$ cat src/rtl/cycpuf_pkg.sv
// Shared types and constants for the cyclic RO PUF challenge-response harvester.
package cycpuf_pkg;

  localparam int CHAL_W_DEF    = 14;
  localparam int RESP_BITS_DEF = 32;

  // x^14 + x^13 + x^12 + x^2 + 1 : feedback taps on chal[13], chal[12], chal[11], chal[1]
  localparam logic [CHAL_W_DEF-1:0] LFSR_TAPS  = 14'b11100000000010;
  // All-zero is the LFSR lockup state, so a zero seed is swapped for this value
  localparam logic [CHAL_W_DEF-1:0] SEED_SUBST = 14'h0001;

  typedef enum logic [2:0] {
    IDLE,
    PRST,
    SETTLE,
    SAMPLE,
    DONE
  } state_t;

  // Seed as actually used: never the lockup value
  function automatic logic [CHAL_W_DEF-1:0] nz_seed(input logic [CHAL_W_DEF-1:0] s);
    return (s == '0) ? SEED_SUBST : s;
  endfunction

endpackage

$ cat src/rtl/cycpuf_chal_lfsr.sv
// Challenge register: loads a (zero-substituted) seed, steps as a 14-bit Fibonacci LFSR.
module cycpuf_chal_lfsr
  import cycpuf_pkg::*;
#(
  parameter int CHAL_W = CHAL_W_DEF
) (
  input  logic              clk,
  input  logic              reset,
  input  logic              load,
  input  logic              step,
  input  logic [CHAL_W-1:0] seed,
  output logic [CHAL_W-1:0] chal
);

  logic fb;

  assign fb = ^(chal & CHAL_W'(LFSR_TAPS));

  // Load has priority over step; the register holds otherwise
  always_ff @(posedge clk) begin
    if (!reset)     chal <= '0;
    else if (load)  chal <= CHAL_W'(nz_seed(CHAL_W_DEF'(seed)));
    else if (step)  chal <= {chal[CHAL_W-2:0], fb};
  end

endmodule

$ cat src/rtl/cycpuf_crp_harvester.sv
// Harvests RESP_BITS PUF response bits from an LFSR-expanded seed challenge.
module cycpuf_crp_harvester
  import cycpuf_pkg::*;
#(
  parameter int CHAL_W        = CHAL_W_DEF,
  parameter int RESP_BITS     = RESP_BITS_DEF,
  parameter int RST_CYCLES    = 4,
  parameter int SETTLE_CYCLES = 64
) (
  input  logic                 clk,
  input  logic                 reset,
  input  logic                 start_valid,
  output logic                 start_ready,
  input  logic [CHAL_W-1:0]    seed,
  output logic [CHAL_W-1:0]    puf_chal,
  output logic                 puf_enable,
  output logic                 puf_reset,
  input  logic                 puf_resp,
  output logic                 out_valid,
  input  logic                 out_ready,
  output logic [CHAL_W-1:0]    out_seed,
  output logic [RESP_BITS-1:0] out_resp,
  output logic                 busy
);

  localparam int CNT_MAX = (SETTLE_CYCLES > RST_CYCLES) ? SETTLE_CYCLES : RST_CYCLES;
  localparam int CNT_W   = $clog2(CNT_MAX + 1);
  localparam int BIT_W   = $clog2(RESP_BITS + 1);

  state_t           state, nxt;
  logic [CNT_W-1:0] cyc_cnt;
  logic [BIT_W-1:0] bit_cnt;
  logic             start_fire;
  logic             last_bit;

  assign start_fire = start_valid && (state == IDLE);
  assign last_bit   = (bit_cnt == BIT_W'(RESP_BITS - 1));

  // Next state and Moore outputs; outputs depend on state only
  always_comb begin
    nxt         = state;
    start_ready = 1'b0;
    busy        = 1'b1;
    puf_reset   = 1'b0;
    puf_enable  = 1'b0;
    out_valid   = 1'b0;
    case (state)
      IDLE: begin
        start_ready = 1'b1;
        busy        = 1'b0;
        puf_reset   = 1'b1;
        if (start_valid) nxt = PRST;
      end
      PRST: begin
        puf_reset = 1'b1;
        if (cyc_cnt == CNT_W'(RST_CYCLES - 1)) nxt = SETTLE;
      end
      SETTLE: begin
        puf_enable = 1'b1;
        if (cyc_cnt == CNT_W'(SETTLE_CYCLES - 1)) nxt = SAMPLE;
      end
      SAMPLE: begin
        puf_enable = 1'b1;
        nxt        = last_bit ? DONE : PRST;
      end
      DONE: begin
        puf_reset = 1'b1;
        out_valid = 1'b1;
        if (out_ready) nxt = IDLE;
      end
      default: nxt = IDLE;
    endcase
  end

  // State register; the phase counter restarts on every state change
  always_ff @(posedge clk) begin
    if (!reset) begin
      state   <= IDLE;
      cyc_cnt <= '0;
    end else begin
      state <= nxt;
      if (nxt != state)                            cyc_cnt <= '0;
      else if (state == PRST || state == SETTLE)   cyc_cnt <= cyc_cnt + 1'b1;
    end
  end

  // Bit counter, response shift register (first bit lands in MSB) and seed echo
  always_ff @(posedge clk) begin
    if (!reset) begin
      bit_cnt  <= '0;
      out_resp <= '0;
      out_seed <= '0;
    end else if (start_fire) begin
      bit_cnt  <= '0;
      out_resp <= '0;
      out_seed <= CHAL_W'(nz_seed(CHAL_W_DEF'(seed)));
    end else if (state == SAMPLE) begin
      out_resp <= (out_resp << 1) | RESP_BITS'(puf_resp);
      if (!last_bit) bit_cnt <= bit_cnt + 1'b1;
    end
  end

  cycpuf_chal_lfsr #(
    .CHAL_W (CHAL_W)
  ) u_lfsr (
    .clk   (clk),
    .reset (reset),
    .load  (start_fire),
    .step  (state == SAMPLE),
    .seed  (seed),
    .chal  (puf_chal)
  );

endmodule

$ cat config.mk
export PLATFORM = sky130hd
export DESIGN_NAME = cycpuf_crp_harvester
export DESIGN_NICKNAME = d
export VERILOG_FILES = /design/src/rtl/cycpuf_pkg.sv /design/src/rtl/cycpuf_chal_lfsr.sv /design/src/rtl/cycpuf_crp_harvester.sv
export SDC_FILE = /design/constraint.sdc
export NUM_CORES = 1
export LEC_CHECK = 0
export ABC_AREA = 0
export CAP_MARGIN = 20
export CORE_MARGIN = 1.5
export CORE_UTILIZATION = 35
export DETAILED_ROUTE_END_ITERATION = 16
export GPL_TIMING_DRIVEN = 1
export SYNTH_ARGS = -nofsm -noshare
export SYNTH_HDL_FRONTEND = slang
export SYNTH_HIERARCHICAL = 1
export SYNTH_SLANG_ARGS = --single-unit
$ cat constraint.sdc
create_clock -name clk -period 1.8 [get_ports clk]
set_input_delay 0.27 -clock clk [delete_from_list [all_inputs] [get_ports clk]]
set_output_delay 0.27 -clock clk [all_outputs]
set_load 0.1 [all_outputs]
==> results of run 1 <==
registers in the layout, indices dropped and copies added, names as in the netlist:
register	count
cyc_cnt	7
out_resp	32
u_lfsr/chal	14
out_seed	14
state	3
bit_cnt	6
placed cells by master (no fill, tap or decap), drive strengths merged, types with 3 or more instances in the layout:
| master | instances |
|---|---|
| and2 | 14 |
| nor3 | 3 |
| a21boi | 4 |
| o31ai | 3 |
| a22o | 9 |
| nand2 | 92 |
| mux2i | 15 |
| buf | 92 |
| clkbuf | 10 |
| nor2b | 4 |
| nand4 | 4 |
| o21ai | 17 |
| xor2 | 5 |
| xnor2 | 9 |
| nand2b | 4 |
| inv | 5 |
| clkdlybuf4s50 | 18 |
| a21oi | 39 |
| and3 | 3 |
| dfxtp | 76 |
| nor3b | 4 |
| nor4b | 3 |
| nor2 | 19 |
| nor4 | 7 |
tightest hold or removal path, delay by kind of cell:
family          cells  cell delay, ps
buf+inv             1             390
compound gates      1              50
simple gates        1              60
metal layers:
metal	global-route usage (%)	wire [µm]
met5	0	0
met4	7.58	136
met3	3.40	370
met2	24.6	3630
met1	24.3	3840
power breakdown:
| part | switching, µW | leakage (µW) | internal, µW | total, µW |
|---|---|---|---|---|
| Sequential | 45.1 | 0.000617 | 1730 | 1770 |
| Combinational | 508 | 0.00104 | 247 | 754 |
| Clock | 672 | 0.0000995 | 690 | 1360 |
kinds of logic after synthesis:
family / Yosys count / share of synthesized area (%)
simple gates: 163 / 24.2
compound gates: 77 / 14.1
flops: 76 / 47.3
buf+inv: 26 / 5.10
mux: 15 / 4.67
xor+xnor: 14 / 3.81
fa+ha+maj: 2 / 0.778
synth_stat cells, types with 2 or more instances:
library cell  number
nand2_1           91
dfxtp_1           76
a21oi_1           39
nor2_1            19
o21ai_0           17
mux2i_1           15
and2_1            14
a22o_1             9
xnor2_1            9
clkbuf_1           7
nor4_1             7
buf_2              6
xor2_1             5
a21boi_0           4
buf_4              4
nand2b_1           4
nor2b_1            4
nor3b_1            4
and3_1             3
buf_6              3
nand4_1            3
nor4b_1            3
ha_1               2
nand3_1            2
nand4b_1           2
nor3_1             2
o211ai_1           2
o31ai_1            2
area by class of cell:
class | count | area (µm²) | share of cell area, %
tap | 108 | 135 | 2.94
clock inverter | 6 | 71.3 | 1.55
inverter | 4 | 35.0 | 0.763
multi-input combinational | 271 | 1540 | 33.6
sequential | 76 | 1520 | 33.1
timing repair buffer | 110 | 1150 | 25.0
clock buffer | 10 | 138 | 3.00
path summary, 6_finish.rpt:
kind,cells past startpoint,endpoint,startpoint,slack [ps]
setup / recovery,3,out_valid,state[2],140
hold reg to reg,2,out_resp[22],out_resp[21],470
setup reg to reg,7,bit_cnt[1],state[0],160
hold / removal,3,out_resp[0],puf_resp,460
through the flow:
step                hold slack [ps]  cell area (µm²)  util, %
finish                          456             4590     52.1
global route                    493             4590     52.1
CTS                             449             4590     52.1
detailed placement              459             4380     49.8
global placement                445             4380     49.8
floorplan                       388             3270        -
==> metrics.md, run 1 <==
| Metric | Value |
|---|---|
| Status | `finished with violations` |
| Failing checks | `design-rule violations` |
| Worst-path fanout max | `15` |
| N_diodes | `0` |
| Row Count | `34` |
| Vias in the first global route | `2634` |
| RSZ-0062 raised after global routing | `false` |
| Post-DR vias/cell | `4.91` |
| Setup WS pre-CTS | `-166 ps` |
| Drt first-iter violations | `170` |
| CTS root buf | `clkbuf_8` |
| Max VDD drop | `332 µV` |
| Peak per-stage delay on the critical path | `360 ps` |
| Die Height | `98.9 µm` |
| Clk_lat worst skew | `360 ps` |
| Setup CP Type | `flip-flop to output port` |
| Primary FF master, synth | `dfxtp_1` |
| Slowest cell on crit path | `dfxtp_1` |
| Buffers added on ports | `83` |
| Hold Vio Cnt, Final | `0` |
| Hold bufs inserted after CTS | `0` |
| Antenna Nets Post-Route | `0` |
| Setup crit end kind | `output port` |
| Synthesized cell area | `3220 µm²` |
| Final TNS setup | `0 ps` |
| Post-route non-filler standard cell count | `585` |
| Nets | `493` |
| Cells along the critical path | `buf_4 -> nor3b_2 -> buf_12` |
| Largest net degree at the start of global routing | `53` |
| Pwr dens | `847 nW/µm²` |
| Initial antenna violation count | `0` |
| I/O pin total | `84` |
| Setup crit start kind | `flip-flop` |
| Post-synth EDFFs | `0` |
| Post-synth top area share | `47.3%` |
| Final HPWL DP | `5620 µm` |
| WL per Instance | `13.6 µm` |
| Buffer depth of the longest clock path | `2` |
| Pins Over Slew Limit | `0` |
| Final Worst Setup Slack | `136 ps` |
| Distinct cells, synth | `43` |
| Die Area | `9770 µm²` |
| Placer Congestion | `0.803` |
| DRT Pass-1 Iters | `12` |
| Synth async-reset ratio | `0%` |
| CP Data Arrival Time | `1390 ps` |
| CTS tree | `done` |
| Period minus WS final | `1660 ps` |
| Fmax | `601 MHz` |
| Total global-route track usage | `17.0%` |
| Largest cells by area after synthesis | `dfxtp_1 47%, nand2_1 11%, a21oi_1 6.1%, mux2i_1 4.7%, and2_1 2.7%` |
| Chip Width | `98.9 µm` |
| Number of synthesis warnings | `6` |
| Post-CTS Setup Bufs | `0` |
| Yosys reg bits | `76` |
| Layout Area Growth over Synthesis | `42.8%` |
| Final Cycle Share | `92.4%` |
| Pleak | `0.00176 µW` |
| Vias after detailed routing | `2873` |
| Maxcap violations | `0` |
| First-pass GRT wire length | `13200 µm` |
| Routed WL | `7980 µm` |
| Gr ovfl total | `0` |
| # placed instances | `569` |
| Starting Density | `36.5%` |
| Syn nets | `394` |
| Post-Syn Area per Cell | `8.62 µm²` |
| CP top delay family | `buffers and inverters` |
| Actual slew at the worst max-slew pin | `514 ps` |
| Layout cell share with drive strength beyond 1 | `24.5%` |
| Clk slew on worst S/H paths | `90 ps` |
| Total CTS buffers | `9` |
| Core Region | `8810 µm²` |
| Setup-failing EPs final | `0` |
| Crit path buf inv count | `2` |
| Slew HR | `65.5%` |
| Cells after Synth | `373` |
| CTS sink count | `76` |
| Biggest area consumer among synthesized cells | `dfxtp_1` |
| Pwr Total | `3890 µW` |
| # fillers | `818` |
| Register area share after synthesis | `47.3%` |
| # DRC | `7` |
| CP Data Required Time | `1530 ps` |
| CTS resizes | `0` |
| CTS HTree Levels | `3` |
| Hold WC Path Type | `input pin to flip-flop` |
| Clk_skew | `9.00 ps` |
Power figures use the tool's default switching activity.
==> inputs of run 2 (changes only) <==
PLACE_DENSITY_LB_ADDON = 0.25   (was not set)
SYNTH_HIERARCHICAL = not set   (was 1)
==> metrics.md, run 2 <==
| Metric | Value |
|---|---|
| Setup CP Type | `flip-flop to flip-flop` |
| Fmax | `573 MHz (-4.6%)` |
| Most frequent cells in the layout | `103 x nand2_1, 75 x dfxtp_1, 59 x buf_4` |
| Chip Width | `100 µm (+1.4%)` |
| Commonest cells in the netlist | `103 x nand2_1, 76 x dfxtp_1, 40 x a21oi_1` |
| Synthesized cell area | `3310 µm² (+2.9%)` |
| Row Count | `35 (+2.9%)` |
| Hold Vio Cnt, Final | `0 (unchanged)` |
| Buffer depth of the longest clock path | `2 (unchanged)` |
| CTS tree | `done` |
| Hold worst-path end | `out_resp[31]` |
| Cells along the critical path | `ha_2 -> and3_4 -> and3_1 -> o32a_4 -> nor4b_4` |
| Internal power | `2580 µW (-3.2%)` |
| First-pass GRT wire length | `12500 µm (-5.6%)` |
| Commonest non-fill, non-tap cell in the layout | `nand2_1` |
| Nets | `478 (-3.0%)` |
| Largest register FFs | `32 (unchanged)` |
| Worst-path fanout max | `7 (-8)` |
| Antenna Nets Post-Route | `0 (unchanged)` |
| Vias after detailed routing | `2801 (-2.5%)` |
| RSZ-0062 raised after global routing | `false` |
| Initial antenna violation count | `0 (unchanged)` |
| CTS HTree Levels | `3 (unchanged)` |
| Net switching power | `1110 µW (-9.6%)` |
| Placer Congestion | `0.767 (-4.5%)` |
| Placed cell areas | `4320 µm² (-1.4%)` |
| DRT Pass-1 Iters | `4 (-8)` |
| Die Height | `100 µm (+1.4%)` |
| Routed WL | `7470 µm (-6.4%)` |
| Setup crit start kind | `flip-flop` |
| Peak per-stage delay on the critical path | `450 ps (+90 ps)` |
| WL per Instance | `13.1 µm (-4.1%)` |
| Post-DR vias/cell | `4.91 (-0.12%)` |
| Largest cells by area after synthesis | `dfxtp_1 46%, nand2_1 12%, a21oi_1 6.0%, nor4b_2 3.6%, a21boi_1 2.9%` |
| Clock network fraction of total power | `32.5% (-2.5 points)` |
| Setup-failing EPs final | `0 (unchanged)` |
| Final HPWL DP | `5300 µm (-5.7%)` |
| Starting Density | `36.0% (-0.53 points)` |
| CP Data Arrival Time | `1990 ps (+600 ps)` |
| Post-synth top area share | `46.0% (-1.3 points)` |
| Period minus WS final | `1740 ps (+80.9 ps)` |
| CTS root buf | `clkbuf_8` |
| Cells after Synth | `376 (+0.80%)` |
| Largest registers | `out_resp x32, out_seed x14, u_lfsr.chal x14` |
| Pins Over Slew Limit | `0 (unchanged)` |
| I/O pin total | `84 (unchanged)` |
| # DRC | `0 (-7)` |
| Register area share after synthesis | `46.0% (-1.3 points)` |
| Vias in the first global route | `2687 (+2.0%)` |
| Synth async-reset ratio | `0% (unchanged)` |
| Worst hold slack | `454 ps (-2.32 ps)` |
| Layout cell share with drive strength beyond 1 | `25.7% (+1.1 points)` |
| Post-synth EDFFs | `0 (unchanged)` |
| Seq pwr share | `48.0% (+2.4 points)` |
| R2R Path End | `cyc_cnt[1]` |
| Biggest area consumer among synthesized cells | `dfxtp_1` |
| Fin area | `4510 µm² (-1.7%)` |
| Final Cycle Share | `96.9% (+4.5 points)` |
| Pwr dens | `817 nW/µm² (-3.5%)` |
| Clk_lat worst skew | `340 ps (-20 ps)` |
| Drt first-iter violations | `97 (-43%)` |
| Total CTS buffers | `9 (unchanged)` |
| Primary FF master, synth | `dfxtp_1` |
| Final Util | `49.1% (-3.1 points)` |
| Hold bufs inserted after CTS | `0 (unchanged)` |
| Largest net degree at the start of global routing | `39 (-26%)` |
| Worst hold start | `out_resp[31]` |
| Top-count cell post-synth | `nand2_1` |
| Maxcap violations | `0 (unchanged)` |
| Total global-route track usage | `15.6% (-1.4 points)` |
| Syn nets | `397 (+0.76%)` |
| Slowest cell on crit path | `o32a_4` |
| Actual slew at the worst max-slew pin | `367 ps (-146 ps)` |
| Slew HR | `75.3% (+9.8 points)` |
| CP Data Required Time | `2050 ps (+520 ps)` |
| Clk slew on worst S/H paths | `80 ps (about the same)` |
| Post-CTS Setup Bufs | `0 (unchanged)` |
| Status | `finished, final reports clean` |
| WHS Path Cells | `2 (-1)` |
| Number of synthesis warnings | `0 (-6)` |
| Layout Area Growth over Synthesis | `36.3%` |
| Setup crit end kind | `flip-flop` |
| Hold WC Path Type | `flip-flop to flip-flop` |
| Reg2reg setup slack | `60 ps (-100 ps)` |
| CTS sink count | `76 (unchanged)` |
| Post-Syn Area per Cell | `8.80 µm² (+2.1%)` |
| N_diodes | `0 (unchanged)` |
| Gr ovfl total | `0 (unchanged)` |
| Reg with most FFs | `out_resp` |
| Pwr Total | `3690 µW (-5.2%)` |
| Worst reg2reg startpoint | `bit_cnt[0]` |
| Worst r2r path cells | `5 (-2)` |
| Max VDD drop | `434 µV (+31%)` |
| Die Area | `10000 µm² (+2.8%)` |
| Core Region | `9200 µm² (+4.4%)` |
| Yosys reg bits | `76 (unchanged)` |
| Combinational power share | `19.5% (about the same)` |
| Sw Ratio | `30.0% (-1.5 points)` |
| Buffers added on ports | `83 (unchanged)` |
| Clk_skew | `7.97 ps (-1.04 ps)` |
| Distinct cells, synth | `51 (+19%)` |
| Pleak | `0.00174 µW (-0.91%)` |
run 2: worst max-delay path by stage:
stage / startpoint / endpoint / slack (ps) / cells after the start
after floorplan: state[1] / bit_cnt[2] / -1 / 8
after global placement: bit_cnt[0] / cyc_cnt[6] / 90 / 5
after detailed placement: bit_cnt[0] / cyc_cnt[6] / 50 / 5
after CTS: bit_cnt[0] / cyc_cnt[1] / 20 / 5
after global routing: bit_cnt[0] / cyc_cnt[1] / 3 / 5
final: bit_cnt[0] / cyc_cnt[1] / 60 / 5
run 2: metrics by stage:
stage / instances / setup TNS [ps] / setup WS [ps]
final: 571 / 0 / 55.3
after global placement: 557 / 0 / 94.2
after detailed placement: 557 / 0 / 50.1
after floorplan: 376 / -1.21 / -1.21
after CTS: 571 / 0 / 19.9
after global routing: 571 / 0 / 2.67
run 2: repair_timing:
item / CTS / global route
endpoints found under the setup margin: 1 / 8
gates resized for setup: 1 / 4
pin swaps: 0 / 1
run 2: kinds of logic after synthesis:
| group | Yosys count | share of synthesized area [%] |
|---|---|---|
| flops | 76 | 46.0 |
| buf+inv | 29 | 4.88 |
| compound gates | 71 | 13.2 |
| simple gates | 171 | 26.8 |
| xor+xnor | 14 | 4.27 |
| fa+ha+maj | 2 | 0.756 |
| mux | 13 | 4.12 |
run 2: layout make-up:
| type | count | area [µm²] |
|---|---|---|
| flip-flops and latches | 76 | 1520 |
| inverters | 4 | 27.5 |
| multi-input cells | 271 | 1680 |
| fillers | 892 | 4680 |
| clock buffers | 11 | 131 |
| well taps | 111 | 139 |
| repair buffers | 95 | 975 |
| clock inverters | 3 | 40.0 |
run 2: power groups by stage:
stage	registers, µW	clock network, µW	logic (µW)
6_report	1770	1200	721
3_5_place_dp	1810	0	722
5_1_grt	1770	1310	758
3_3_place_gp	1810	0	721
2_1_floorplan	2090	0	223
4_1_cts	1770	1250	724
run 2: critical path, delay by kind of cell (launching register included):
kind / cells / cell delay (ps)
flops: 1 / 340
simple gates: 3 / 660
fa+ha+maj: 1 / 200
compound gates: 1 / 450
run 2: metal layers:
metal  GRT usage, %  up-vias  routed length, µm
met2           24.0       80               3240
met1           20.1     1275               3560
met3           4.87       14                540
li1               -     1432                  -
met4           6.50        0                138
met5              0        -                  0
==> inputs of run 3 (changes only) <==
DONT_BUFFER_PORTS = 1   (was not set)
HOLD_SLACK_MARGIN = 0.15   (was not set)
SKIP_CTS_REPAIR_TIMING = 1   (was not set)
==> metrics.md, run 3 (synthesis gave the netlist of run 2 again) <==
| Metric | Value |
|---|---|
| Row Count | `35 (unchanged)` |
| Actual slew at the worst max-slew pin | `437 ps (+69.4 ps)` |
| Worst hold start | `seed[0]` |
| Gr ovfl total | `0 (unchanged)` |
| Final Worst Setup Slack | `62.6 ps (+7.36 ps)` |
| Drt first-iter violations | `125 (+29%)` |
| Worst hold slack | `166 ps (-288 ps)` |
| I/O pin total | `84 (unchanged)` |
| Maxcap violations | `0 (unchanged)` |
| Final HPWL DP | `5220 µm (-1.6%)` |
| Slew HR | `70.6% (-4.7 points)` |
| N_diodes | `0 (unchanged)` |
| Starting Density | `36.0% (unchanged)` |
| Setup CP Type | `flip-flop to flip-flop` |
| CP top delay family | `simple AND/OR/NAND/NOR gates` |
| Setup-failing EPs final | `0 (unchanged)` |
| Fmax | `576 MHz (+0.42%)` |
| Post-DR vias/cell | `4.98 (+1.4%)` |
| Status | `finished, final reports clean` |
| Hold Vio Cnt, Final | `0 (unchanged)` |
| # fillers | `891 (-0.11%)` |
| Total global-route track usage | `15.3% (-0.28 points)` |
| Chip Width | `100 µm (unchanged)` |
| Routed WL | `7790 µm (+4.2%)` |
| Initial antenna violation count | `0 (unchanged)` |
| WL per Instance | `13.7 µm (+4.8%)` |
| Commonest non-fill, non-tap cell in the layout | `nand2_1` |
| Die Area | `10000 µm² (unchanged)` |
| CP Data Arrival Time | `2000 ps (about the same)` |
| Pwr dens | `853 nW/µm² (+4.3%)` |
| WHS Path Cells | `2 (unchanged)` |
| Internal power | `2590 µW (+0.30%)` |
| Setup crit end kind | `flip-flop` |
| Hold worst-path end | `out_seed[0]` |
| Pins Over Slew Limit | `0 (unchanged)` |
| Seq. cell area | `1530 µm² (+0.16%)` |
| First-pass GRT wire length | `12400 µm (-0.82%)` |
| Buffers added on ports | `0 (-100%)` |
| DRT Pass-1 Iters | `4 (unchanged)` |
| CTS HTree Levels | `3 (unchanged)` |
| CTS root buf | `clkbuf_8` |
| Seq pwr share | `47.0% (-1.0 points)` |
| Setup WS pre-CTS | `37.8 ps (-12.4 ps)` |
| Pleak | `0.00170 µW (-2.2%)` |
| Nets | `473 (-1.0%)` |
| # placed instances | `536 (-3.8%)` |
| Area of the multi-input gates | `1690 µm² (+1.0%)` |
| Max VDD drop | `541 µV (+25%)` |
| Buffer depth of the longest clock path | `2 (unchanged)` |
| Die Height | `100 µm (unchanged)` |
| Cells along the critical path | `ha_2 -> and3_4 -> and3_1 -> o32a_4 -> nor4b_4` |
| CTS sink count | `76 (unchanged)` |
| Clk_skew | `8.58 ps (+0.611 ps)` |
| Setup crit start kind | `flip-flop` |
| Placer Congestion | `0.778 (+1.4%)` |
| Vias in the first global route | `2640 (-1.7%)` |
| Crit path buf inv count | `0 (unchanged)` |
| Slowest cell on crit path | `o32a_4` |
| Clk_lat worst skew | `340 ps (about the same)` |
| Worst r2r path cells | `5 (unchanged)` |
| Hold WC Path Type | `input pin to flip-flop` |
| CTS tree | `done` |
| Peak per-stage delay on the critical path | `470 ps (+20 ps)` |
| Post-route non-filler standard cell count | `568 (-0.53%)` |
| Final Cycle Share | `96.5% (-0.41 points)` |
| Combinational power share | `18.0% (-1.5 points)` |
| Period minus WS final | `1740 ps (-7.36 ps)` |
| CP Data Required Time | `2060 ps (about the same)` |
| Reg with most FFs | `out_resp` |
| # DRC | `0 (unchanged)` |
| Worst reg2reg startpoint | `bit_cnt[0]` |
| Most frequent cells in the layout | `103 x nand2_1, 73 x dfxtp_1, 67 x buf_4` |
| Sw Ratio | `30.8% (+0.77 points)` |
| R2R Path End | `cyc_cnt[3]` |
| Total CTS buffers | `9 (unchanged)` |
| Net switching power | `1150 µW (+4.0%)` |
| Layout Area Growth over Synthesis | `32.5%` |
| Reg2reg setup slack | `60 ps (about the same)` |
| Worst-path fanout max | `7 (unchanged)` |
| Crit path from | `bit_cnt[0]` |
| Largest register FFs | `32 (unchanged)` |
| Vias after detailed routing | `2826 (+0.89%)` |
| Clk slew on worst S/H paths | `80 ps (about the same)` |
| Largest registers | `out_resp x32, out_seed x14, u_lfsr.chal x14` |
| Core Region | `9200 µm² (unchanged)` |
| Antenna Nets Post-Route | `0 (unchanged)` |
| Largest net degree at the start of global routing | `39 (unchanged)` |
| Clock network fraction of total power | `35.0% (+2.5 points)` |
| Layout cell share with drive strength beyond 1 | `26.5% (+0.82 points)` |
==> run 3: changes by cell type in the layout (fill, tap and decap cells not counted) <==
cell,before,now
nor4b_2,6,4
clkbuf_8,9,10
dfxtp_2,1,3
clkdlybuf4s50_1,18,0
clkbuf_1,2,1
buf_4,59,67
clkinvlp_4,0,2
buf_8,0,1
inv_6,0,1
nor4b_4,2,4
buf_12,17,6
clkinv_2,2,1
dlygate4sd3_1,0,15
dfxtp_1,75,73
==> run 3: worst max-delay path by stage <==
stage,to,slack [ps],cells after the start
after floorplan,bit_cnt[2],-1,8
after global placement,cyc_cnt[6],100,5
after global routing,cyc_cnt[5],-0.5,5
after detailed placement,cyc_cnt[3],40,5
after CTS,out_valid,-60,3
final,cyc_cnt[3],60,5
==> run 3: cell type report <==
class | instances | area share (%)
well taps | 111 | 3.17
flip-flops and latches | 76 | 34.8
clock buffers | 11 | 3.22
repair buffers | 90 | 18.2
clock inverters | 5 | 1.34
multi-input cells | 271 | 38.6
inverters | 4 | 0.628
==> run 3: per-layer routing <==
metal  wire length [µm]  part of all wire (%)  global-route usage, %
met4                 63                  0.81                   2.93
met2               3590                    46                   24.5
met3                598                   7.7                   6.55
met5                  0                     0                      0
met1               3530                    45                   19.3
==> run 3: power by group through the flow <==
stage               registers, µW  clock network [µW]  logic [µW]
finish                       1760                1310         674
global route                 1760                1420         710
CTS                          1760                1370         628
detailed placement           1800                   0         626
global placement             1790                   0         621
floorplan                    2090                   0         223
==> run 3: metrics by stage <==
stage | area (µm²) | util [%] | power (µW) | setup TNS [ps]
after floorplan | 3350 | - | 2310 | -1.21
after global placement | 3970 | 43.1 | 2420 | 0
after detailed placement | 3970 | 43.1 | 2420 | 0
after CTS | 4170 | 45.3 | 3750 | -130
after global routing | 4390 | 47.7 | 3890 | -0.454
final | 4390 | 47.7 | 3740 | 0
